File: src/rtl/uart_transmitter_if.sv
// Character handshake between a host and the UART transmitter.
// The host drives dataIn/sendReq; the transmitter answers with ready (holding register empty).
interface uart_transmitter_if;
  logic [7:0] dataIn;
  logic       sendReq;
  logic       ready;

  modport master (output dataIn, output sendReq, input ready);
  modport slave  (input dataIn, input sendReq, output ready);
endinterface

File: src/rtl/uart_transmitter.sv
// UART transmitter: one-entry holding register feeding a shifter with programmable framing.
// Define UART_TX_BREAK_EN to compile in line-break generation (BREAK state).
module uart_transmitter (
  input  logic              clk,
  input  logic              rst,
  uart_transmitter_if.slave host,
  input  logic [1:0]        dataBits,
  input  logic              hasParity,
  input  logic [1:0]        parityMode,
  input  logic              extraStopBit,
  input  logic [23:0]       clockDivisor,
  input  logic              sendBreak,
  output logic              tx,
  output logic              busy
);
  // state  | meaning
  // IDLE   | line high, waiting for the holding register to fill
  // START  | start bit, line low
  // DATA   | data bits, LSB first
  // PARITY | optional parity bit
  // STOP1  | first stop bit
  // STOP2  | optional second stop bit
  // BREAK  | line held low, then one mark bit period before resuming
`ifdef UART_TX_BREAK_EN
  typedef enum logic [2:0] {IDLE, START, DATA, PARITY, STOP1, STOP2, BREAK} state_t;
`else
  typedef enum logic [2:0] {IDLE, START, DATA, PARITY, STOP1, STOP2} state_t;
`endif

  state_t      state, stateNext;
  logic        holdFull, holdFullNext;
  logic [7:0]  holdData, holdDataNext;
  logic [7:0]  shiftReg, shiftNext;
  logic [23:0] bitCnt, bitCntNext;
  logic [2:0]  dataLeft, dataLeftNext;
  logic        parityBit, parityNext;
  logic [1:0]  cfgBits, cfgBitsNext;
  logic        cfgParity, cfgParityNext;
  logic        cfgStop2, cfgStop2Next;
  logic [23:0] cfgDiv, cfgDivNext;
  logic        txNext;

  logic [23:0] divIn;
  logic [7:0]  dataMask;
  logic        dataXor;
  logic        parityIn;
  logic        bitEnd;
  logic        startFrame;
  logic        frameDone;

  assign divIn     = (clockDivisor == 24'd0) ? 24'd1 : clockDivisor;
  assign dataMask  = 8'hFF >> (2'd3 - dataBits);
  assign dataXor   = ^(holdData & dataMask);
  assign bitEnd    = (bitCnt == 24'd0);
  assign host.ready = ~holdFull;
  assign busy      = (state != IDLE);

  // Parity is resolved once at frame start, so parityMode needs no separate latch.
  always_comb begin
    case (parityMode)
      2'd0:    parityIn = dataXor;
      2'd1:    parityIn = ~dataXor;
      2'd2:    parityIn = 1'b1;
      default: parityIn = 1'b0;
    endcase
  end

`ifdef UART_TX_BREAK_EN
  logic [27:0] breakCnt, breakCntNext;
  logic        breakMark, breakMarkNext;
  logic [3:0]  frameBitsIn;
  logic [27:0] frameClocksIn;

  assign frameBitsIn   = 4'd7 + {2'b00, dataBits} + {3'b000, hasParity} + {3'b000, extraStopBit};
  assign frameClocksIn = {4'd0, divIn} * {24'd0, frameBitsIn};
`else
  logic unusedSendBreak;
  assign unusedSendBreak = sendBreak;
`endif

  always_comb begin
    stateNext     = state;
    holdFullNext  = holdFull;
    holdDataNext  = holdData;
    shiftNext     = shiftReg;
    bitCntNext    = bitCnt;
    dataLeftNext  = dataLeft;
    parityNext    = parityBit;
    cfgBitsNext   = cfgBits;
    cfgParityNext = cfgParity;
    cfgStop2Next  = cfgStop2;
    cfgDivNext    = cfgDiv;
    startFrame    = 1'b0;
    frameDone     = 1'b0;
    txNext        = 1'b1;
`ifdef UART_TX_BREAK_EN
    breakCntNext  = breakCnt;
    breakMarkNext = breakMark;
`endif

    if (host.sendReq && !holdFull) begin
      holdFullNext = 1'b1;
      holdDataNext = host.dataIn;
    end

    if (state inside {START, DATA, PARITY, STOP1, STOP2})
      bitCntNext = bitEnd ? cfgDiv - 24'd1 : bitCnt - 24'd1;

    case (state)
      IDLE:   frameDone = 1'b1;
      START:  if (bitEnd) begin
                stateNext    = DATA;
                dataLeftNext = {1'b1, cfgBits};
              end
      DATA:   if (bitEnd) begin
                if (dataLeft == 3'd0) begin
                  stateNext = cfgParity ? PARITY : STOP1;
                end else begin
                  shiftNext    = {1'b0, shiftReg[7:1]};
                  dataLeftNext = dataLeft - 3'd1;
                end
              end
      PARITY: if (bitEnd) stateNext = STOP1;
      STOP1:  if (bitEnd) begin
                if (cfgStop2) stateNext = STOP2;
                else          frameDone = 1'b1;
              end
      STOP2:  if (bitEnd) frameDone = 1'b1;
`ifdef UART_TX_BREAK_EN
      BREAK: begin
        if (!breakMark) begin
          if (breakCnt != 28'd0) begin
            breakCntNext = breakCnt - 28'd1;
          end else if (!sendBreak) begin
            breakMarkNext = 1'b1;
            bitCntNext    = cfgDiv - 24'd1;
          end
        end else if (bitEnd) begin
          breakMarkNext = 1'b0;
          stateNext     = IDLE;
          startFrame    = holdFull;
        end else begin
          bitCntNext = bitCnt - 24'd1;
        end
      end
`endif
      default: stateNext = IDLE;
    endcase

    // IDLE and the end of the last stop bit share one decision point, giving back-to-back frames.
    if (frameDone) begin
      stateNext  = IDLE;
      bitCntNext = 24'd0;
      startFrame = holdFull;
`ifdef UART_TX_BREAK_EN
      if (sendBreak) begin
        startFrame    = 1'b0;
        stateNext     = BREAK;
        breakMarkNext = 1'b0;
        breakCntNext  = frameClocksIn - 28'd1;
        cfgBitsNext   = dataBits;
        cfgParityNext = hasParity;
        cfgStop2Next  = extraStopBit;
        cfgDivNext    = divIn;
      end
`endif
    end

    if (startFrame) begin
      stateNext     = START;
      holdFullNext  = 1'b0;
      shiftNext     = holdData;
      parityNext    = parityIn;
      cfgBitsNext   = dataBits;
      cfgParityNext = hasParity;
      cfgStop2Next  = extraStopBit;
      cfgDivNext    = divIn;
      bitCntNext    = divIn - 24'd1;
    end

    case (stateNext)
      START:  txNext = 1'b0;
      DATA:   txNext = shiftNext[0];
      PARITY: txNext = parityNext;
`ifdef UART_TX_BREAK_EN
      BREAK:  txNext = breakMarkNext;
`endif
      default: txNext = 1'b1;
    endcase
  end

  always_ff @(posedge clk or posedge rst) begin
    if (rst) begin
      state     <= IDLE;
      holdFull  <= 1'b0;
      holdData  <= 8'd0;
      shiftReg  <= 8'd0;
      bitCnt    <= 24'd0;
      dataLeft  <= 3'd0;
      parityBit <= 1'b0;
      cfgBits   <= 2'd0;
      cfgParity <= 1'b0;
      cfgStop2  <= 1'b0;
      cfgDiv    <= 24'd0;
      tx        <= 1'b1;
    end else begin
      state     <= stateNext;
      holdFull  <= holdFullNext;
      holdData  <= holdDataNext;
      shiftReg  <= shiftNext;
      bitCnt    <= bitCntNext;
      dataLeft  <= dataLeftNext;
      parityBit <= parityNext;
      cfgBits   <= cfgBitsNext;
      cfgParity <= cfgParityNext;
      cfgStop2  <= cfgStop2Next;
      cfgDiv    <= cfgDivNext;
      tx        <= txNext;
    end
  end

`ifdef UART_TX_BREAK_EN
  always_ff @(posedge clk or posedge rst) begin
    if (rst) begin
      breakCnt  <= 28'd0;
      breakMark <= 1'b0;
    end else begin
      breakCnt  <= breakCntNext;
      breakMark <= breakMarkNext;
    end
  end
`endif
endmodule

File: src/flat_wrapper.sv
// flat-port wrapper written by rule: the top's interface ports become plain ports
module uart_transmitter_flat 
  (clk, rst, dataBits, hasParity, parityMode, extraStopBit, clockDivisor, sendBreak, tx, busy, host_dataIn, host_sendReq, host_ready);
  uart_transmitter_if host_i ();
  input  logic clk;
  input  logic rst;
  input  logic [1:0] dataBits;
  input  logic hasParity;
  input  logic [1:0] parityMode;
  input  logic extraStopBit;
  input  logic [23:0] clockDivisor;
  input  logic sendBreak;
  output logic tx;
  output logic busy;
  input wire logic [$bits(host_i.dataIn)-1:0] host_dataIn;
  input wire logic [$bits(host_i.sendReq)-1:0] host_sendReq;
  output wire logic [$bits(host_i.ready)-1:0] host_ready;
  assign host_i.dataIn = host_dataIn;
  assign host_i.sendReq = host_sendReq;
  assign host_ready = host_i.ready;
  uart_transmitter u_core (.clk(clk), .rst(rst), .host(host_i), .dataBits(dataBits), .hasParity(hasParity), .parityMode(parityMode), .extraStopBit(extraStopBit), .clockDivisor(clockDivisor), .sendBreak(sendBreak), .tx(tx), .busy(busy));
endmodule
File: config.mk
export PLATFORM = sky130hd
export DESIGN_NAME = uart_transmitter_flat
export DESIGN_NICKNAME = d
export VERILOG_FILES = /design/src/rtl/uart_transmitter_if.sv /design/src/rtl/uart_transmitter.sv /design/src/flat_wrapper.sv
export SDC_FILE = /design/constraint.sdc
export NUM_CORES = 1
export LEC_CHECK = 0
export BUFFER_PORTS_ARGS = -buffer_cell sky130_fd_sc_hd__buf_2
export CAP_MARGIN = 40
export CORE_ASPECT_RATIO = 0.9
export CORE_MARGIN = 10
export CORE_UTILIZATION = 40
export DETAILED_ROUTE_END_ITERATION = 10
export PLACE_DENSITY = 0.58
export RECOVER_POWER = 50
export SKIP_CTS_REPAIR_TIMING = 1
export SYNTH_ARGS = -nofsm -noshare
export SYNTH_HDL_FRONTEND = slang
export SYNTH_SLANG_ARGS = --single-unit
File: constraint.sdc
create_clock -name clk -period 4.36 [get_ports clk]
set_input_delay 0.218 -clock clk [delete_from_list [all_inputs] [get_ports clk]]
set_output_delay 0.218 -clock clk [all_outputs]
set_load 0.01 [all_outputs]
* After elaboration in Yosys (flattened, before gate mapping)
Index checks and enable logic that the tools add are counted.
Storage, ports and cells: bits in registers 77, memory bits (writable) 0, input bits 42, memories kept 0, logic and storage cells 87, bits in latches 0, bits in read-only memories 0
Operators by class: shifts and indexed selects 1, reduce and logical (&&, ||, !) cells 18, $mul 0, equality and inequality tests 14, bitwise gates (word level) 3, muxes and demuxes 33, add/subtract/negate cells 5, divide/modulo/power cells 0, magnitude comparators 0
Operators by type and width (number):
- two-way mux 24 bit | 5
- subtractor 24 x 1 -> 24 bit, second input constant | 3
- logical NOT 24 bit | 2
- two-way mux 3 bit | 12
- two-way mux 8 bit | 4
- one-hot mux 3 bit (5 select lines) | 1
- equality test 3 x 2 -> 1 bit, second input constant | 4
- one-hot mux 1 bit (3 select lines) | 3
- AND 8 bit | 1
- nonzero test 2 bit | 4
- XOR reduction 8 bit | 1
- >> shifter 8 x 2 -> 8 bit, first input constant | 1
- two-way mux 1 bit | 7
- equality test 3 x 1 -> 1 bit, second input constant | 2
- equality test 3 bit, second input constant | 2
- logical NOT 3 bit | 2
- != test 2 x 1 -> 1 bit, second input constant | 3
- one-hot mux 3 bit (2 select lines) | 1
- nonzero test 3 bit | 2
- nonzero test 5 bit | 1
- AND reduction 4 bit | 1
- AND reduction 3 bit | 1
- subtractor 3 x 1 -> 3 bit, second input constant | 1
- equality test 2 x 1 -> 1 bit, second input constant | 1
- other kinds (8) | 9

* Longest topological paths before layout
Gate-level depths: netlist of the first run.
depth after elaboration 8, gate-level depth with buffers 14, depth with buffers taken out 11

* Worst setup path before layout of the first run
Ideal clock, no wire load.
kind register to register, from reg u_core.bitCnt[12], to reg u_core.bitCnt[16], required time 4.230 ns, stages on the path, launching flop included 15, arrival time 3.151 ns, library setup time 0.130 ns, path slack 1.079 ns, cell sequence dfrtp_1 -> buf_2 -> nor4_1 -> nand4_1 -> nor2_1 -> buf_2 -> a21oi_1 -> ha_1 -> or3b_2 -> clkbuf_1 -> nor4_1 -> o41ai_1 -> or4_1 -> xnor2_1 -> o21ai_0
On the way: word-level cells in the longest chain between the ends 5
RTL lines:
- start: declaration | RTL line uart_transmitter.sv:34 | logic [23:0] bitCnt, bitCntNext;
- start signal: assignment | RTL line uart_transmitter.sv:211 | bitCnt <= bitCntNext;
- subtractor 24 x 1 -> 24 bit or logical NOT 24 bit (tied branches) | RTL line uart_transmitter.sv:107, uart_transmitter.sv:54
- two-way mux 24 bit (tied with other cells) | RTL line uart_transmitter.sv:107 | bitCntNext = bitEnd ? cfgDiv - 24'd1 : bitCnt - 24'd1;
- two-way mux 24 bit or one-hot mux 1 bit (3 select lines) (tied branches) | RTL line uart_transmitter.sv:106, uart_transmitter.sv:109
- two-way mux 24 bit or two-way mux 1 bit (tied branches) | RTL line uart_transmitter.sv:151 | if (frameDone) begin
- two-way mux 24 bit or nonzero test 3 bit (tied branches)
Several ways; a longest one is shown, not always the timed one. The select of a mux whose other input is x is not followed. A chain may end at the register's enable or synchronous reset.

* Worst setup path in the final report of the first run
from reg u_core.bitCnt[7], to reg u_core.bitCnt[16]
Same word-level chain as after synthesis.

==> results of run 1 <==
cell usage in the layout (no fill, tap or decap), types with 9 or more instances in the layout:
master | Yosys | final
xnor2_1 | 14 | 14
dfrtp_1 | 76 | 76
nand2_1 | 108 | 108
nor2_1 | 39 | 39
or4_1 | 9 | 9
nand3_1 | 11 | 11
a21o_1 | 9 | 9
o21ai_0 | 28 | 28
nor4_1 | 16 | 16
inv_1 | 11 | 10
buf_2 | 14 | 40
o211ai_1 | 10 | 10
a22oi_1 | 10 | 10
xor2_1 | 13 | 13
nor3_1 | 32 | 32
clkbuf_16 | 0 | 9
a21oi_1 | 25 | 25
or3_1 | 12 | 12
area by class of cell:
class                   instances  share of cell area [%]
flip-flops and latches         77                   33.36
clock buffers                  11                   4.200
well taps                     164                   3.551
inverters                      11                  0.7361
clock inverters                 5                   1.018
repair buffers                 55                   5.780
multi-input cells             471                   51.35
flip-flops by register name (all words and copies together), names as in the netlist:
name and count:
u_core.cfgBits 2, u_core.bitCnt 24, u_core.cfgStop2 1, u_core.state 3, u_core.holdFull 1, u_core.holdData 8, u_core.parityBit 1, u_core.shiftReg 8
u_core.cfgParity 1, u_core.dataLeft 3, u_core.cfgDiv 24, u_core.tx 1
power by group:
| group | switching [uW] | internal (uW) |
|---|---|---|
| clock | 309 | 460 |
| sequential | 417 | 1040 |
| combinational | 755 | 653 |
| total | 1480 | 2160 |
metrics by stage:
step	power, uW	hold WS, ns	std cells
2_1_floorplan	2487	0.3234	595
3_3_place_gp	2826	0.3136	776
3_5_place_dp	2873	0.3183	777
4_1_cts	3658	-0.05259	793
5_1_grt	3935	0.08763	794
6_report	3638	0.06748	794
cells in the mapped netlist, types with 3 or more instances:
master / instances / area [sq um]
a211o_1: 4 / 35.03
a21o_1: 9 / 67.56
a21oi_1: 25 / 125.1
a221o_1: 8 / 80.08
a22o_1: 6 / 52.55
a22oi_1: 10 / 75.07
a31oi_1: 8 / 50.05
and3_1: 5 / 31.28
buf_2: 14 / 70.07
clkbuf_1: 19 / 71.32
dfrtp_1: 76 / 1902
ha_1: 4 / 50.05
inv_1: 11 / 41.29
mux2_2: 8 / 90.09
mux2i_1: 6 / 60.06
nand2_1: 108 / 405.4
nand2b_1: 4 / 25.02
nand3_1: 11 / 55.05
nand3b_1: 4 / 30.03
nand4_1: 4 / 25.02
nor2_1: 39 / 146.4
nor2b_1: 7 / 43.79
nor3_1: 32 / 160.2
nor4_1: 16 / 100.1
o2111ai_1: 4 / 35.03
o211ai_1: 10 / 75.07
o21ai_0: 28 / 140.1
o31a_1: 3 / 26.28
o31ai_1: 7 / 52.55
or2_2: 3 / 18.77
or3_1: 12 / 75.07
or4_1: 9 / 67.56
xnor2_1: 14 / 122.6
xor2_1: 13 / 113.9
worst max-delay path: cells and delay by family, from the launching register on:
| family | cells | cell delay, ns |
|---|---|---|
| fa+ha+maj | 1 | 0.23 |
| xor+xnor | 1 | 0.18 |
| simple gates | 6 | 1.74 |
| compound gates | 3 | 0.48 |
| flops | 1 | 0.58 |
per-layer routing:
metal,up-vias,routed length (um)
met4,0,348
met5,-,0
met2,169,6951
li1,2256,-
met3,22,924
met1,2328,6654
cells by family after synthesis:
group / after synthesis / share of synthesized area (%)
AOI/OAI and AO/OA: 148 / 20.94
xor gates and xnor gates: 28 / 5.070
adders and majority gates: 4 / 0.9797
buffers and inverters: 47 / 4.164
DFF: 77 / 37.74
muxes: 14 / 2.939
and+or+nand+nor: 277 / 28.17
how the worst min path moves through the flow:
stage	slack, ns	to
final	0.07	u_core.cfgStop2
after global routing	0.09	u_core.cfgParity
after CTS	-0.05	u_core.cfgDiv[1]
after detailed placement	0.32	u_core.holdData[0]
after global placement	0.31	u_core.holdData[0]
after floorplan	0.32	u_core.cfgBits[0]
==> summary.md, run 1 <==
| Metric | Value |
|---|---|
| DIE HEIGHT | 127.2 um |
| Setup slack after layout | 1.025 ns |
| Met3 Use GR | 4.037% |
| Clk sinks | 77 |
| FFs w/ async S/R, synth | 100.0% |
| Hold Startpoint | extraStopBit |
| N_diodes | 0 |
| Synthesized instance count | 595 |
| Crit-path max FO | 13 |
| Highest Clock Rate | 0.2998 GHz |
| Worst EP required | 4.57 ns |
| Syn Area/Cell | 8.586 sq um |
| Post-DP HPWL | 10610 um |
| Worst setup EP type | register |
| Setup WS pre-CTS | 0.7527 ns |
| CTS H-tree lvls | 3 |
| DR pass1 iterations | 5 |
| Largest net degree at the start of global routing | 44 |
| Worst r2r src | u_core.bitCnt[7] |
| Worst-path clk slew | 0.06 ns |
| Synth-to-layout area growth | 13.13% |
| #FFs+latches synth | 77 |
| CTS buffer count | 9 |
| Ys flop type | dfrtp_1 |
| TritonCTS clock tree | done |
| GRT Util Overall | 16.82% |
| Fill cell count | 1260 |
| Via density | 6.014 |
| Port buffer count | 43 |
| Distinct cells, synth | 75 |
| I/O Pins | 45 |
| Layout cells sized above 1 | 15.56% |
| DP Area | 5474 sq um |
| Antenna violations before repair | 0 |
| Fin nets | 671 |
| Unrepaired setup endpoints after global routing | no |
| Min-Delay Path Class | input port to register |
| Max-cap violations | 1 |
| Register-to-Register Path Depth | 11 |
| Crit start category | register |
| Worst-Skew Late Latency | 0.35 ns |
| Critical R2R Capture | u_core.bitCnt[16] |
| Post-route cell area | 5779 sq um |
| Grt total ovfl | 0 |
| Sequential cell area | 1928 sq um |
| Critical Path AT | 3.54 ns |
| GR Util met2 | 26.89% |
| Busiest layer in global routing | met2 |
| Hold Fails Final Rpt | 0 |
| Register area share after synthesis | 37.74% |
| Die X | 139.1 um |
| Clock buffer depth | 2 |
| Initial core utilization | 40.58% |
| Core ar. | 12590 sq um |
| Peak supply drop | 340.3 uV |
| Initial detailed-routing violation count | 426 |
| CP startpoint | u_core.bitCnt[7] |
| Final setup violation count | 0 |
| Cell Pwr Density | 629.5 nW/um^2 |
| Setup TNS | 0 ns |
| Most used cell, CP | nor4_1 |
| Slew margin rel. | -9.357% |
| Status | finished, violations left |
| Slowest stage cell, crit path | dfrtp_1 |
| First-pass GRT wire length | 24580 um |
| Area of the multi-input gates | 2968 sq um |
| Ys Warns | 0 |
| Die area | 17700 sq um |
| LEAKAGE | 0.002430 uW |
| Cells along the critical path | nor4_1, nand3_1, nor2_1, a21oi_1, ha_1, or3b_2, nor4_1, o41ai_1, or4_1, xnor2_1, o21ai_0 |
| # rows | 39 |
| Critical Path End | u_core.bitCnt[16] |
| CP max stage delay | 0.58 ns |
| Number of global-route vias before repair | 4654 |
| Util after Layout | 45.91% |
| Fin crit share | 76.49% |
| Final Critical Period | 3.335 ns |
| Failing checks | max-capacitance violations, max-slew violations |
| Layout Skew | 0.01444 ns |
| Worst Hold Path Cells | 3 |
| GP Congestion | 0.8907 |
| Mapped Area | 5109 sq um |
| Post-synth EDFFs | 0 |
| Antenna viol nets, final | 0 |
| CTS root buf | clkbuf_16 |
| Synthesized Nets | 641 |
| Vias | 4775 |
| WL/cell | 18.74 um |
| Crit Path Class | register to register |
| Tightest Pin Transition | 1.631 ns |
| Flop2flop setup slack | 1.02 ns |
| Met1 global-route usage | 21.81% |
| Wirelength, routed | 14880 um |
| DRC Markers | 0 |
| Final Max Slew Viols | 36 |
Note: power is estimated with default switching activity, not from simulation.
==> inputs of run 2 (changes only) <==
clock period = 3.1 ns   (was 4.36 ns; I/O delays follow)
==> run 2 against run 1 <==
Sequential share of layout area decreased by 1.1 points; non-clock buffer count increased by 26; design area increased by 3.5%; core utilization increased by 1.6 points; via count increased by 1.3%; the flow finishes with violations (negative hold slack, max-capacitance violations, max-slew violations); count of clock-buffer cells in the layout increased by 1; largest power group is now combinational cells; critical path type unchanged; largest cell class unchanged.
==> summary.md, run 2 (same netlist as run 1, synthesis figures left out) <==
| Metric | Value |
|---|---|
| Status | finished, violations left |
| Failing checks | negative hold slack, max-capacitance violations, max-slew violations |
| Initial detailed-routing violation count | 485 |
| Worst EP required | 3.38 ns |
| WL/cell | 18.62 um |
| CTS root buf | clkbuf_16 |
| Clock buffer depth | 2 |
| Antenna viol nets, final | 0 |
| Max-cap violations | 1 |
| DRC Markers | 0 |
| Peak supply drop | 577.1 uV |
| Die area | 17700 sq um |
| Cell Pwr Density | 888.3 nW/um^2 |
| Most common cell after layout, fill and taps aside | nand2_1 |
| Fin crit share | 95.05% |
| Layout cells sized above 1 | 19.66% |
| Critical Path End | u_core.bitCnt[20] |
| GP Congestion | 0.8627 |
| I/O Pins | 45 |
| CTS buffer count | 9 |
| Port buffer count | 43 |
| Placed cell count | 803 |
| Worst-Skew Late Latency | 0.35 ns |
| CTS H-tree lvls | 3 |
| # rows | 39 |
| Post-DP HPWL | 11220 um |
| Fin nets | 697 |
| TritonCTS clock tree | done |
| Min-Delay Path Class | input port to register |
| Antenna violations before repair | 0 |
| Final Critical Period | 2.946 ns |
| Worst setup EP type | register |
| Highest Clock Rate | 0.3394 GHz |
| Largest net degree at the start of global routing | 41 |
| Clk sinks | 77 |
| Slew margin rel. | -2.258% |
| N_diodes | 0 |
| LEAKAGE | 0.002556 uW |
| Final std cells w/o fill | 820 |
| Final Max Slew Viols | 33 |
| Worst-path clk slew | 0.06 ns |
| Final hold slack | -0.002477 ns |
| First-pass GRT wire length | 24960 um |
| DR pass1 iterations | 5 |
| Core ar. | 12590 sq um |
| Register-to-Register Path Depth | 12 |
| Critical R2R Capture | u_core.bitCnt[20] |
| Crit start category | register |
| Initial core utilization | 40.58% |
| Number of global-route vias before repair | 4753 |
| Tightest Pin Transition | 1.534 ns |
| Util after Layout | 47.50% |
| Synth-to-layout area growth | 17.05% |
| Grt total ovfl | 0 |
| Worst r2r src | u_core.bitCnt[0] |
| Final setup violation count | 0 |
| CP startpoint | u_core.bitCnt[0] |
| Flop2flop setup slack | 0.15 ns |
| Fill cell count | 1247 |
| Unrepaired setup endpoints after global routing | no |
| Hold Fails Final Rpt | 1 |
| DIE HEIGHT | 127.2 um |
| Vias | 4839 |
| Commonest cells after routing, fill and taps aside | 108 x nand2_1, 76 x dfrtp_1, 42 x buf_2, 38 x nor2_1, 34 x buf_4 |
| Regs by FF count | u_core.bitCnt x24, u_core.cfgDiv x24 |
| Layout Skew | 0.006952 ns |
| Overall power | 5311 uW |
| Critical Path AT | 3.23 ns |
| Wirelength, routed | 15270 um |
| Die X | 139.1 um |
| Crit-path max FO | 5 |
| Crit Path Class | register to register |
| Setup TNS | 0 ns |
| Via density | 5.901 |
| GRT Util Overall | 17.13% |
[run 2: metal layers]
metal | vias up | wire, um | GRT usage (%)
li1 | 2309 | - | -
met1 | 2364 | 7175 | 22.33
met2 | 145 | 6995 | 27.17
met3 | 21 | 839 | 4.630
met4 | 0 | 255 | 5.150
met5 | - | 0 | 0
[run 2: area by class of cell]
type / instances / area [sq um] / area share, %
Multi-Input combinational cell: 471 / 3000 / 50.18
Timing Repair Buffer: 81 / 515.5 / 8.621
Sequential cell: 77 / 1928 / 32.25
Tap cell: 164 / 205.2 / 3.432
Inverter: 11 / 42.54 / 0.7114
Clock buffer: 12 / 256.5 / 4.290
Clock inverter: 4 / 31.28 / 0.5231
[run 2: worst max-delay path, stage by stage, from the launching register on]
cell and delay (ns):
dfrtp_1 0.43, nor4_1 0.53, nand3_1 0.20, nor2_2 0.27
a21oi_1 0.11, ha_2 0.21, or3b_4 0.28, nor4_4 0.05
o41ai_1 0.09, nor3_1 0.12, buf_4 0.17, or3_1 0.34
nand3_1 0.08
[run 2: where the power goes]
part | leakage, uW | switching, uW | internal (uW)
combinational | 0.00148 | 1270 | 1070
sequential | 0.000947 | 486 | 1470
clock | 0.000131 | 434 | 589
[run 2: worst min path at each step]
| stage | from | endpoint | slack, ns | depth (start not counted) |
|---|---|---|---|---|
| 2_1_floorplan | dataBits[0] | u_core.cfgBits[0] | 0.26 | 2 |
| 3_3_place_gp | extraStopBit | u_core.cfgStop2 | 0.35 | 3 |
| 3_5_place_dp | rst | u_core.holdFull | 0.18 | 2 |
| 4_1_cts | rst | u_core.state[2] | -0.20 | 2 |
| 5_1_grt | extraStopBit | u_core.cfgStop2 | 0.03 | 3 |
| 6_report | extraStopBit | u_core.cfgStop2 | -0.002 | 3 |
[run 2: metrics by stage]
stage | setup slack [ns] | instance area [sq um] | hold slack [ns]
floorplan | -0.004329 | 5127 | 0.2604
global placement | 0.1248 | 5649 | 0.3511
detailed placement | 0.02381 | 5677 | 0.1810
CTS | 0.1378 | 5964 | -0.1954
global route | 0.004646 | 5979 | 0.02552
finish | 0.1536 | 5979 | -0.002477
